[config.mk]
export PLATFORM = sky130hd
export DESIGN_NAME = irq_encoder_8to3
export DESIGN_NICKNAME = d
export VERILOG_FILES = /design/src/rtl/irq_encoder_8to3.sv
export SDC_FILE = /design/constraint.sdc
export NUM_CORES = 1
export LEC_CHECK = 0
export CORE_UTILIZATION = 45
export DETAILED_ROUTE_END_ITERATION = 8
export PLACE_DENSITY = 0.77
export SYNTH_ARGS = -nofsm -noshare
export SYNTH_HDL_FRONTEND = slang
export SYNTH_SLANG_ARGS = --single-unit
export TNS_END_PERCENT = 100
[constraint.sdc]
create_clock -name clk -period 2.1 [get_ports clk]
set_input_delay 0.21 -clock clk [delete_from_list [all_inputs] [get_ports clk]]
set_output_delay 0.21 -clock clk [all_outputs]
set_load 0.02 [all_outputs]
[src/rtl/irq_encoder_8to3.sv]
// 8-to-3 interrupt request encoder: sticky pending register, one grant per handshake.
// Define IRQ_ENCODER_ROUND_ROBIN_EN to replace fixed lowest-index priority with round-robin.
module irq_encoder_8to3 #(
    parameter int EDGE_MODE = 0
) (
    input  logic       clk,
    input  logic       rst,
    input  logic       en,
    input  logic [7:0] req,
    output logic [2:0] idx,
    output logic       valid,
    input  logic       ready,
    output logic [7:0] pend
);

    typedef enum logic {
        IDLE    = 1'b0,
        PRESENT = 1'b1
    } state_t;

    state_t     state_q, state_d;
    logic [7:0] pend_q, pend_d;
    logic [2:0] idx_q, idx_d;
    logic       valid_q, valid_d;
    logic [7:0] req_q;
    logic       rst_q;
    logic [7:0] events;
    logic [7:0] clr_mask;
    logic [7:0] cand;
    logic [2:0] start;
    logic [2:0] sel;
    logic       hs;

    // First set bit of vec searching upward (with wrap) from start.
    function automatic logic [2:0] pick_from(input logic [7:0] vec, input logic [2:0] start_pos);
        logic [2:0] pos;
        pick_from = start_pos;
        for (int k = 7; k >= 0; k--) begin
            pos = start_pos + 3'(k);
            if (vec[pos]) pick_from = pos;
        end
    endfunction

    assign hs = valid_q & ready;

`ifdef IRQ_ENCODER_ROUND_ROBIN_EN
    logic [2:0] ptr_q, ptr_d;

    always_comb begin
        start = hs ? idx_q + 3'd1 : ptr_q;
        ptr_d = (en && hs) ? idx_q + 3'd1 : ptr_q;
    end

    always_ff @(posedge clk) begin
        if (rst) ptr_q <= 3'd0;
        else     ptr_q <= ptr_d;
    end
`else
    assign start = 3'd0;
`endif

    always_comb begin
        // rst_q masks the first edge after reset so a level held across release is not an edge.
        events   = (EDGE_MODE != 0) ? (req & ~req_q & {8{~rst_q}}) : req;
        clr_mask = hs ? (8'b1 << idx_q) : 8'h00;
        cand     = (state_q == PRESENT) ? (pend_q & ~clr_mask) : pend_q;
        sel      = pick_from(cand, start);

        state_d  = state_q;
        pend_d   = pend_q;
        idx_d    = idx_q;
        valid_d  = valid_q;

        if (!en) begin
            state_d = IDLE;
            valid_d = 1'b0;
        end else begin
            pend_d = (pend_q & ~clr_mask) | events;
            case (state_q)
                IDLE: begin
                    if (pend_q != 8'h00) begin
                        idx_d   = sel;
                        valid_d = 1'b1;
                        state_d = PRESENT;
                    end
                end
                PRESENT: begin
                    if (hs) begin
                        if (cand != 8'h00) begin
                            idx_d = sel;
                        end else begin
                            valid_d = 1'b0;
                            state_d = IDLE;
                        end
                    end
                end
                default: begin
                    valid_d = 1'b0;
                    state_d = IDLE;
                end
            endcase
        end
    end

    always_ff @(posedge clk) begin
        if (rst) begin
            state_q <= IDLE;
            pend_q  <= 8'h00;
            req_q   <= 8'h00;
            idx_q   <= 3'd0;
            valid_q <= 1'b0;
            rst_q   <= 1'b1;
        end else begin
            state_q <= state_d;
            pend_q  <= pend_d;
            req_q   <= req;
            idx_q   <= idx_d;
            valid_q <= valid_d;
            rst_q   <= 1'b0;
        end
    end

    assign idx   = idx_q;
    assign valid = valid_q;
    assign pend  = pend_q;

endmodule

==> reports/results.txt <==
clk root buf: clkbuf_4
Worst Hold Class: in -> reg
CP max FO: 5
top post-synthesis cells by area: dfxtp_1 (32%), o21ai_0 (8.1%), a21oi_1 (6.8%)
prevailing post-synth register cell: dfxtp_1
vias per inst: 6.15
nets@finish: 147
data arrival time of the critical path: 2.20 ns
CTS tree: built
Max Fclk: 490 MHz
full die area: 1960 um2
Mapped Area: 805 um2
synthesized area per cell: 8.38 um2
hold slack: 0.477 ns
layout cells sized above 1: 0.172
area grow syn2layout: 44.6%
Cell Pwr Density: 559 nW/um2
Core Util, Final: 0.730
max cap viols: 0
Synth async-reset ratio: 0
largest net degree at the start of global routing: 15
YS warnings: 0
Post-synth EDFFs: 0
DRT Wirelength: 2.42 mm
dpl cells: 154
CTS Sinks: 13
critical path launch point type: input port
fin crit period: 2.04 ns
Crit path required time: 2.26 ns
first drt pass iteration count: 5
initial antenna violation count: 0
die outline height: 44.3 um
WS Path Type: in -> reg
synth unique cells: 36
final setup fails: 0
Worst Setup End Kind: flop
Cell Rows: 14
Pleak: 0.427 nW
slew margin rel.: 0.640
core area: 1590 um2
Placer Congestion: 0.901
Resized Gates After CTS: 0
register bit count reported by yosys: 13
vias: 972
RSZ-0062 raised after global routing: no
1st-iter DRT viols: 87
worst-skew pair later-pin latency: 0.28 ns
sequential share of the synthesized area: 0.323
Clock transition at path regs: 0.09 ns
Hold Buf Count CTS: 0
Antenna Cells: 0
post-CTS setup buffers: 0
WL/cell: 15.3 um
Worst Tran Pin Value: 0.539 ns
Residual DRC: 0
Post-Synthesis Net Count: 108
CTS buffer count: 3
hpwl dp: 1.78 mm
clock skew: 0.0124 ns
PortBufs: 23
Tot GR Track Use: 0.268
synth cell count leaders: dfxtp_1 (13), nand2_1 (13), o21ai_0 (13)
vias in the first global route: 874
Antenna Nets Post-Route: 0
post-synth top area cell: dfxtp_1
VDD IR max: 0.294 mV
global-route wire length before repair: 3.92 mm
Clock Tree Buf Depth: 2
post-synth top area share: 0.323
CTS H-tree lvls: 1
Synth Instances: 96
die width: 44.3 um
status: complete, no violations
remaining global-route overflow: 0
Slew Viols, Final: 0
Finished Layout Cells: 158
initial core utilization: 0.505
Fin. Hold Viols: 0
Tcrit/Tclk final: 0.971
IO Count: 24
worst max-delay path, cell delays in order:
cell and delay (ns):
clkdlybuf4s50_1 0.61, nand3_2 0.11, buf_4 0.17, o31ai_1 0.26, nand2_1 0.14, and2b_1 0.25, a21o_2 0.14, mux2_1 0.31
per-stage QoR:
step	setup TNS, ns	total power, mW	worst slack, ns	cell area (um2)
after floorplan	0	0.402	0.142	805
after global placement	-0.142	0.489	-0.104	1140
after detailed placement	-0.454	0.495	-0.175	1140
after CTS	0	0.651	0.0826	1160
after global routing	0	0.686	0.00413	1160
final	0	0.651	0.0607	1160
sequential cells by signal, summed over array words and instances, names as in the netlist:
register  flops
pend          8
idx           3
state_q       1
valid         1
per-layer routing:
metal	vias to the layer above	GRT usage	wire, um
met5	-	0	0
met4	0	0.109	55
met3	12	0.0531	209
met2	55	0.426	1140
met1	465	0.353	1010
li1	440	-	-
power breakdown:
group / leakage [nW] / internal [mW] / switching (mW)
Clock: 0.0150 / 0.0735 / 0.0832
Sequential: 0.107 / 0.265 / 0.0311
Combinational: 0.304 / 0.105 / 0.0933
logic make-up after synthesis:
| family | Yosys count | synth area share |
|---|---|---|
| AOI/OAI and AO/OA | 39 | 0.308 |
| DFF | 13 | 0.323 |
| buffers and inverters | 4 | 0.0451 |
| muxes | 2 | 0.0264 |
| and+or+nand+nor | 38 | 0.297 |
cells in the final DEF, fill, tap and decap left out, types with 2 or more instances in the layout:
cell              n
a311oi_1          2
o211ai_1          2
o21ai_0          13
o31ai_1           2
nor2_1            3
nand2b_1          4
clkdlybuf4s50_1  23
o32a_1            2
buf_4            14
dfxtp_1          13
clkbuf_4          3
nand3_1           2
a21oi_1          11
nand2_1          13
o21a_1            2
nor3_1            4
area by class of cell:
class | instances | area, um2
clock buffer | 4 | 26.3
tap | 24 | 30.0
inverter | 1 | 3.75
multi-input combinational | 79 | 508
sequential | 13 | 260
timing repair buffer | 37 | 335
fill | 124 | 430
final timing paths:
kind	startpoint	endpoint	slack, ns	depth (start not counted)
worst max register to register	idx[0]$_SDFFE_PP0P_	idx[1]$_SDFFE_PP0P_	0.11	6
worst max-delay path	ready	idx[1]$_SDFFE_PP0P_	0.06	8
worst min-delay path	req[7]	pend[7]$_SDFFE_PP0P_	0.48	3
worst min register to register	pend[2]$_SDFFE_PP0P_	pend[2]$_SDFFE_PP0P_	0.55	2
(Power assumes the default switching activity.)
